$ cat config.mk
export PLATFORM = sky130hd
export DESIGN_NAME = ks_i2s_tx
export DESIGN_NICKNAME = d
export VERILOG_FILES = /design/src/rtl/ks_audio_pkg.sv /design/src/rtl/ks_bclk_gen.sv /design/src/rtl/ks_i2s_tx.sv
export SDC_FILE = /design/constraint.sdc
export NUM_CORES = 1
export LEC_CHECK = 0
export BUFFER_PORTS_ARGS = -buffer_cell sky130_fd_sc_hd__buf_2
export CORE_ASPECT_RATIO = 0.8
export CORE_MARGIN = 2
export CORE_UTILIZATION = 50
export CTS_CLUSTER_SIZE = 14
export DETAILED_ROUTE_END_ITERATION = 10
export PLACE_DENSITY = 0.76
export REMOVE_ABC_BUFFERS = 1
export SLEW_MARGIN = 20
export SYNTH_ARGS = -nofsm -noshare
export SYNTH_HDL_FRONTEND = slang
export SYNTH_SLANG_ARGS = --single-unit
export TNS_END_PERCENT = 10
$ cat constraint.sdc
create_clock -name clk_i -period 1.4 [get_ports clk_i]
set_input_delay 0.14 -clock clk_i [delete_from_list [all_inputs] [get_ports clk_i]]
set_output_delay 0.14 -clock clk_i [all_outputs]
set_load 0.05 [all_outputs]
$ cat src/rtl/ks_audio_pkg.sv
// Shared constants and FSM encoding for the Karplus-Strong audio output path.
package ks_audio_pkg;

  localparam int KS_DATA_WIDTH = 8;
  localparam int KS_SLOT_WIDTH = 16;
  localparam int KS_FRAME_LEN  = 2 * KS_SLOT_WIDTH;

  typedef enum logic {
    IDLE = 1'b0,
    RUN  = 1'b1
  } i2s_state_t;

endpackage

$ cat src/rtl/ks_bclk_gen.sv
// I2S bit clock divider: toggles bclk every BCLK_DIV clocks while enabled and
// flags the clock cycle preceding each bclk edge with a one-cycle strobe.
module ks_bclk_gen #(
  parameter int BCLK_DIV = 4
) (
  input  logic clk_i,
  input  logic rst_ni,
  input  logic en_i,
  output logic bclk_o,
  output logic rise_o,
  output logic fall_o
);

  localparam int CNT_W = (BCLK_DIV > 1) ? $clog2(BCLK_DIV) : 1;
  localparam logic [CNT_W-1:0] CNT_LAST = CNT_W'(BCLK_DIV - 1);

  logic [CNT_W-1:0] div_cnt;
  logic             wrap;

  assign wrap   = en_i && (div_cnt == CNT_LAST);
  assign rise_o = wrap && !bclk_o;
  assign fall_o = wrap && bclk_o;

  // Disabling parks the divider low so the next run starts with a rising half-period.
  always_ff @(posedge clk_i or negedge rst_ni) begin
    if (!rst_ni) begin
      div_cnt <= '0;
      bclk_o  <= 1'b0;
    end else if (!en_i) begin
      div_cnt <= '0;
      bclk_o  <= 1'b0;
    end else if (wrap) begin
      div_cnt <= '0;
      bclk_o  <= !bclk_o;
    end else begin
      div_cnt <= div_cnt + 1'b1;
    end
  end

endmodule

$ cat src/rtl/ks_i2s_tx.sv
// Mono I2S transmitter: one-sample holding register feeding a frame shift
// register, with bypass on an empty load and a sticky underrun flag.
module ks_i2s_tx
  import ks_audio_pkg::*;
#(
  parameter int DATA_WIDTH = KS_DATA_WIDTH,
  parameter int SLOT_WIDTH = KS_SLOT_WIDTH,
  parameter int BCLK_DIV   = 4
) (
  input  logic                         clk_i,
  input  logic                         rst_ni,
  input  logic                         enable_i,
  input  logic signed [DATA_WIDTH-1:0] sample_i,
  input  logic                         sample_valid_i,
  output logic                         sample_ready_o,
  output logic                         sample_req_o,
  output logic                         underrun_o,
  input  logic                         clear_underrun_i,
  output logic                         bclk_o,
  output logic                         lrclk_o,
  output logic                         sdata_o
);

  localparam int FRAME_LEN = 2 * SLOT_WIDTH;
  localparam int B_W       = $clog2(FRAME_LEN);
  localparam logic [B_W-1:0] B_LAST = B_W'(FRAME_LEN - 1);

  function automatic logic [SLOT_WIDTH-1:0] slot_word(input logic signed [DATA_WIDTH-1:0] s);
    logic [SLOT_WIDTH-1:0] w;
    w = SLOT_WIDTH'($unsigned(s));
    return w << (SLOT_WIDTH - DATA_WIDTH);
  endfunction

  i2s_state_t                   state, state_next;
  logic                         rise, fall;
  logic [B_W-1:0]               b, b_next;
  logic                         load_arm, load, frame_end, stop, xfer;
  logic                         hold_full;
  logic signed [DATA_WIDTH-1:0] hold_data;
  logic [SLOT_WIDTH-1:0]        new_word;
  logic [FRAME_LEN-1:0]         frame_word, shreg;

  ks_bclk_gen #(.BCLK_DIV(BCLK_DIV)) u_bclk_gen (
    .clk_i  (clk_i),
    .rst_ni (rst_ni),
    .en_i   (state == RUN),
    .bclk_o (bclk_o),
    .rise_o (rise),
    .fall_o (fall)
  );

  assign sample_ready_o = !hold_full;
  assign xfer           = sample_valid_i && !hold_full;
  assign b_next         = (b == B_LAST) ? '0 : b + 1'b1;
  assign frame_end      = fall && (b == B_LAST);
  assign stop           = frame_end && !enable_i;
  // The rise of bit 0 arms the load; the following fall performs it.
  assign load           = fall && load_arm;
  assign new_word       = hold_full ? slot_word(hold_data) :
                          xfer      ? slot_word(sample_i)  : '0;
  assign frame_word     = {new_word, new_word};

  always_comb begin
    state_next = state;
    case (state)
      IDLE:    if (enable_i) state_next = RUN;
      RUN:     if (stop)     state_next = IDLE;
      default: state_next = IDLE;
    endcase
  end

  always_ff @(posedge clk_i or negedge rst_ni) begin
    if (!rst_ni) begin
      state        <= IDLE;
      b            <= '0;
      load_arm     <= 1'b0;
      lrclk_o      <= 1'b0;
      sdata_o      <= 1'b0;
      sample_req_o <= 1'b0;
      underrun_o   <= 1'b0;
      hold_full    <= 1'b0;
    end else begin
      state        <= state_next;
      sample_req_o <= load;
      if (rise && (b == '0)) load_arm <= 1'b1;
      else if (fall)         load_arm <= 1'b0;
      if (fall) begin
        if (stop) begin
          b       <= '0;
          lrclk_o <= 1'b0;
          sdata_o <= 1'b0;
        end else begin
          b       <= b_next;
          lrclk_o <= (b_next >= B_W'(SLOT_WIDTH));
          sdata_o <= load ? frame_word[FRAME_LEN-1] : shreg[FRAME_LEN-1];
        end
      end
      if (load)      hold_full <= 1'b0;
      else if (xfer) hold_full <= 1'b1;
      if (load && !hold_full && !xfer) underrun_o <= 1'b1;
      else if (clear_underrun_i)       underrun_o <= 1'b0;
    end
  end

  // Datapath registers: contents are qualified by hold_full / the frame counter.
  always_ff @(posedge clk_i) begin
    if (xfer && !load) hold_data <= sample_i;
    if (fall) shreg <= load ? {frame_word[FRAME_LEN-2:0], 1'b0} : {shreg[FRAME_LEN-2:0], 1'b0};
  end

endmodule

; ---- Word level (Yosys, flattened, before mapping)
; Index checks and enable logic that the tools add are counted.
[word_totals]
output_inout_bits = 6
ff_bits = 55
word_cells = 60
[op_classes]
n_reduce_logical = 20
mux = 21
n_eq_ne = 3
bitwise_logic = 1
add_sub_neg = 2
order_cmp = 1
[ops]
columns = cell, n
row1 = $mux 16, 2
row2 = $mux 32, 1
row3 = $mux 1, 13
row4 = $logic_and 1x1->1, 11
row5 = $mux 5, 2
row6 = $reduce_bool 2->1, 3
row7 = $add 5x1->5 const B, 1
row8 = $eq 5x5->1 const B, 1
row9 = $ge 5x5->1 const B, 1
row10 = $logic_not 1->1, 5
row11 = $logic_not 5->1, 1
row12 = $mux 2, 2
row13 = $add 2x1->2 const B, 1
row14 = $eq 2x2->1 const B, 1
row15 = $ne 2x1->1 const B, 1
row16 = $pmux 1 s2, 1
row17 = $not 1->1, 1

; ---- Depth between registers and ports, before layout
[depth]
word_depth = 7
depth_mapped = 6
mapped_depth_nobuf = 6

; ---- Modules after synthesis
; From an unflattened synthesis, not the netlist that was laid out.
[unflattened]
hier_cells = 136
hier_area_um2 = 1879.3
[modules_own_cells]
columns = module, seq_area_each_um2, instances, cells_each, area_each_um2
row1 = ks_i2s_tx, 1206.2, 1, 125, 1744.2
row2 = ks_bclk_gen, 75.1, 1, 11, 135.1

; ---- Worst setup path after synthesis
; Ideal clock, no wire load.
[synth_path]
path_kind = flip-flop to flip-flop
from = register u_bclk_gen.bclk_o
to = register sdata_o
stages_incl_launch_ff = 5
setup_ps = 77
period_less_slack_ps = 1677
path_buffers = 0
arrival_time_ps = 1601
slack_ps = -277
cell_sequence = dfrtp_1 nand3_1 clkinv_2 o221ai_1 o21ai_1
[synth_between]
elab_chain_len = 4
[synth_rtl]
columns = item, line_no
row1 = "start, declared", ks_bclk_gen.sv:9  ; output logic bclk_o,
row2 = "start signal, assigned", ks_bclk_gen.sv:34  ; bclk_o <= !bclk_o;
row3 = $logic_and 1x1->1 *, ks_bclk_gen.sv:22  ; assign fall_o = wrap && bclk_o;
row4 = named net fall, ks_i2s_tx.sv:35  ; logic rise, fall;
row5 = $logic_and 1x1->1 (on tied branches), "ks_i2s_tx.sv:58, ks_i2s_tx.sv:55"
row6 = $mux 1 / $logic_and 1x1->1 (equally long branches), "ks_i2s_tx.sv:95, ks_i2s_tx.sv:56"
row7 = $mux 1, ks_i2s_tx.sv:88  ; if (stop) begin
row8 = "end signal, assigned", ks_i2s_tx.sv:95  ; sdata_o <= load ? frame_word[FRAME_LEN-1] : shreg[FRAME_LEN-1];
row9 = "end, declared", ks_i2s_tx.sv:21  ; output logic sdata_o
; The timed path passes the listed nets; every way through them passes the cells marked *.
; A chain may end at the register's enable or synchronous reset.

; ---- Final worst setup path
[layout_path]
from = register u_bclk_gen.div_cnt[0]
to = register shreg[10] (data pin)
[layout_between]
elab_chain_len = 5
[layout_rtl]
columns = item, line_no
row1 = "start, declared", ks_bclk_gen.sv:17  ; logic [CNT_W-1:0] div_cnt;
row2 = "start signal, assigned", ks_bclk_gen.sv:36  ; div_cnt <= div_cnt + 1'b1;
row3 = $eq 2x2->1, ks_bclk_gen.sv:20  ; assign wrap = en_i && (div_cnt == CNT_LAST);
row4 = $logic_and 1x1->1, ks_bclk_gen.sv:20
row5 = $logic_and 1x1->1, ks_bclk_gen.sv:22
row6 = $logic_and 1x1->1, ks_i2s_tx.sv:58  ; assign load = fall && load_arm;
row7 = $mux 32, ks_i2s_tx.sv:108  ; if (fall) shreg <= load ? {frame_word[FRAME_LEN-2:0], 1'b0} : {shreg[FRAME_LEN-2:0], 1'b0};
row8 = "end signal, assigned", ks_i2s_tx.sv:108
row9 = "end, declared", ks_i2s_tx.sv:41  ; logic [FRAME_LEN-1:0] frame_word, shreg;
; No other way between the ends.

==> metrics.md <==
| Metric | Value |
|---|---|
| Status | complete, but fails checks |
| Failing checks | negative setup slack |
| Switching power | 420 uW |
| Final worst setup slack | -11.4 ps |
| DR iter-0 viols | 49 |
| Num rows | 19 |
| Max-Cap Viols | 0 |
| Placement Cell Area | 0.00210 mm^2 |
| Maximum clock path buffer count | 2 |
| CTS tree | built |
| Die X | 72.1 um |
| Startpoint types | flip-flop |
| Ys async rst share | 0.311 |
| Syn Std Cell Area | 0.00185 mm^2 |
| Period Utilization, post-route | 1.01 |
| Ratio of cells with drive above 1 in the final layout | 0.366 |
| Area Growth Syn to Fin | 28.2% |
| CP Class | reg2reg |
| Rel. slew slack | 0.781 |
| Number of flops mapped to enable cells by yosys | 31 |
| Final instance area | 0.00238 mm^2 |
| Die H | 58.5 um |
| Internal power | 1.82 mW |
| FF+latch count, synth | 45 |
| Post-synth top cells | edfxtp_1, dfrtp_1, o21a_1 |
| Final hold slack | 38.0 ps |
| Tmin final | 1410 ps |
| Residual DRC count | 0 |
| Slew Viols, Final | 0 |
| CP Max Fanout | 7 |
| Overall Power | 2.24 mW |
| Clk slew on worst S/H paths | 80 ps |
| Worst-Skew Late Latency | 290 ps |
| Worst-margin pin slew | 328 ps |
| Clock Sinks | 45 |
| PortBufs | 18 |
| RSZ-0062 raised after global routing | yes |
| Antenna violations before repair | 0 |
| Inserted Diodes | 0 |
| Clk pwr share | 0.353 |
| Post-place setup slack | -128 ps |
| Initial core utilization | 0.530 |
| Layout Cells excl Fill | 217 |
| Peak supply drop | 0.994 mV |
| DP Wirelength | 2290 um |
| Req. time, crit path | 1440 ps |
| Skew final | 9.83 ps |
| Largest net degree at the start of global routing | 15 |
| Count leader, synth | edfxtp_1 |
| Vias/cell | 5.76 |
| Power Density | 942 mW/mm^2 |
| Htree depth | 2 |
| Final setup viols | 2 |
| Drt first pass iters | 4 |
| Part of the power in combinational logic | 0.016 |
| Switching Fraction | 0.188 |
| Post-route ant nets | 0 |
| First-pass GRT wire length | 5820 um |
| Remaining global-route overflow | 0 |
| Synth top area share | 0.502 |
| Post-Syn Instances | 131 |
| Boundary Pins | 19 |
| Ys Warns | 0 |
| Total global-route track usage | 0.181 |
| Gp weighted congestion | 0.860 |
| Top post-synthesis cells by area | edfxtp_1, dfrtp_1, o21a_1 |
| Critical path arrival | 1450 ps |
| FMAX | 709 MHz |
| Die area | 0.00421 mm^2 |
| Mean post-synth cell area | 14.1 um^2 |
| NumNets Final | 191 |
| Drt total wl | 3570 um |
| Vias in the first global route | 1259 |
| Ys flop type | edfxtp_1 |
| Core ar. | 0.00349 mm^2 |
| Hold Fails Final Rpt | 0 |
| CP endpoint kind | flip-flop |
| Avg WL per Cell | 16.5 um |
| Hold crit path type | in2reg |
| Synth area leader | edfxtp_1 |
| Post-synthesis cell type count | 34 |
| Utilization after layout | 0.680 |
| Setup_tns | -13.8 ps |
| Num CTS Buffers | 5 |
| Root Driver | clkbuf_8 |
| Routed vias | 1250 |
| Inst Count DP | 202 |
| Static Leak | 0.898 nW |
| Sequential share of the synthesized area | 0.691 |
| Sequential share of power | 0.631 |
==> registers in the layout, summed over array words and instances (netlist names) <==
name and cells:
shreg 23, hold_data 8, b 4, u_bclk_gen.div_cnt 2, hold_full 1, load_arm 1, lrclk_o 1, sample_req_o 1
sdata_o 1, state 1, u_bclk_gen.bclk_o 1, underrun_o 1
==> power by group through the flow <==
| stage | Combinational (mW) | Sequential [mW] | Clock, mW |
|---|---|---|---|
| 4_1_cts | 0.0350 | 1.41 | 0.807 |
| 3_5_place_dp | 0.0328 | 1.44 | 0 |
| 6_report | 0.0352 | 1.41 | 0.791 |
| 5_1_grt | 0.0389 | 1.41 | 0.852 |
| 3_3_place_gp | 0.0317 | 1.44 | 0 |
| 2_1_floorplan | 0.000971 | 1.44 | 0 |
==> layout make-up <==
cell class / count / area, um^2
Sequential cell: 45 / 1280
Fill cell: 224 / 1120
Multi-Input combinational cell: 74 / 612
Timing Repair Buffer: 40 / 298
Clock buffer: 6 / 82.6
Tap cell: 42 / 52.6
Inverter: 8 / 41.3
Clock inverter: 2 / 8.76
==> kinds of logic (layout without fill, tap and decap cells) <==
group                    Yosys count  after routing  share of synthesized area
flip-flops                        45             45                      0.691
AO/OA/AOI/OAI                     37             37                      0.145
AND/OR/NAND/NOR                   31             32                     0.0999
buffers and inverters             13             56                     0.0324
adder cells (fa/ha/maj)            4              4                     0.0270
XOR/XNOR                           1              1                    0.00473
==> critical path: stages, from the launching register on <==
cell and delay [ps]:
dfrtp_1 410, ha_4 190, nand4_4 110, clkinvlp_4 110, buf_4 170, o21a_1 170
==> worst paths after layout <==
path / slack (ps) / cells after the start / from / to
max: -10 / 5 / u_bclk_gen.div_cnt[0]$_DFF_PN0_ / shreg[10]$_DFFE_PP_
min: 40 / 2 / clear_underrun_i / underrun_o$_DFFE_PN0P_
max reg2reg: -10 / 5 / u_bclk_gen.div_cnt[0]$_DFF_PN0_ / shreg[10]$_DFFE_PP_
min reg2reg: 490 / 1 / u_bclk_gen.div_cnt[0]$_DFF_PN0_ / u_bclk_gen.div_cnt[0]$_DFF_PN0_
max in group asynchronous: 850 / 2 / rst_ni / hold_full$_DFFE_PN0P_
min in group asynchronous: 300 / 2 / rst_ni / b[3]$_DFFE_PN0P_
==> layout by cell type, fill, tap and decap left out, types with 4 or more instances in the layout <==
cell type	synthesis	routed
edfxtp_1	31	31
buf_2	2	18
buf_4	0	17
dfrtp_1	14	14
o21a_1	12	12
and2_1	9	8
o21ai_0	9	7
a221o_1	6	6
clkbuf_8	0	6
inv_1	7	5
nand3_1	6	5
nand2_1	4	4
==> per-layer routing <==
layer | up-vias | share of wire | track usage
met4 | 0 | 0.0017 | 0.0243
met1 | 636 | 0.47 | 0.251
li1 | 585 | - | -
met5 | - | 0 | 0
met2 | 27 | 0.49 | 0.300
met3 | 2 | 0.038 | 0.0445
==> repair_timing <==
item | CTS | global route
endpoints found under the setup margin | 60 | 18
gates resized for setup | 18 | 8
cloned | 2 | 0
buffers inserted | 4 | 0
hold buffers | 1 | 0
pin swaps | 2 | 1
hold endpoints to repair | 14 | 0
Note: power is estimated with default switching activity, not from simulation.
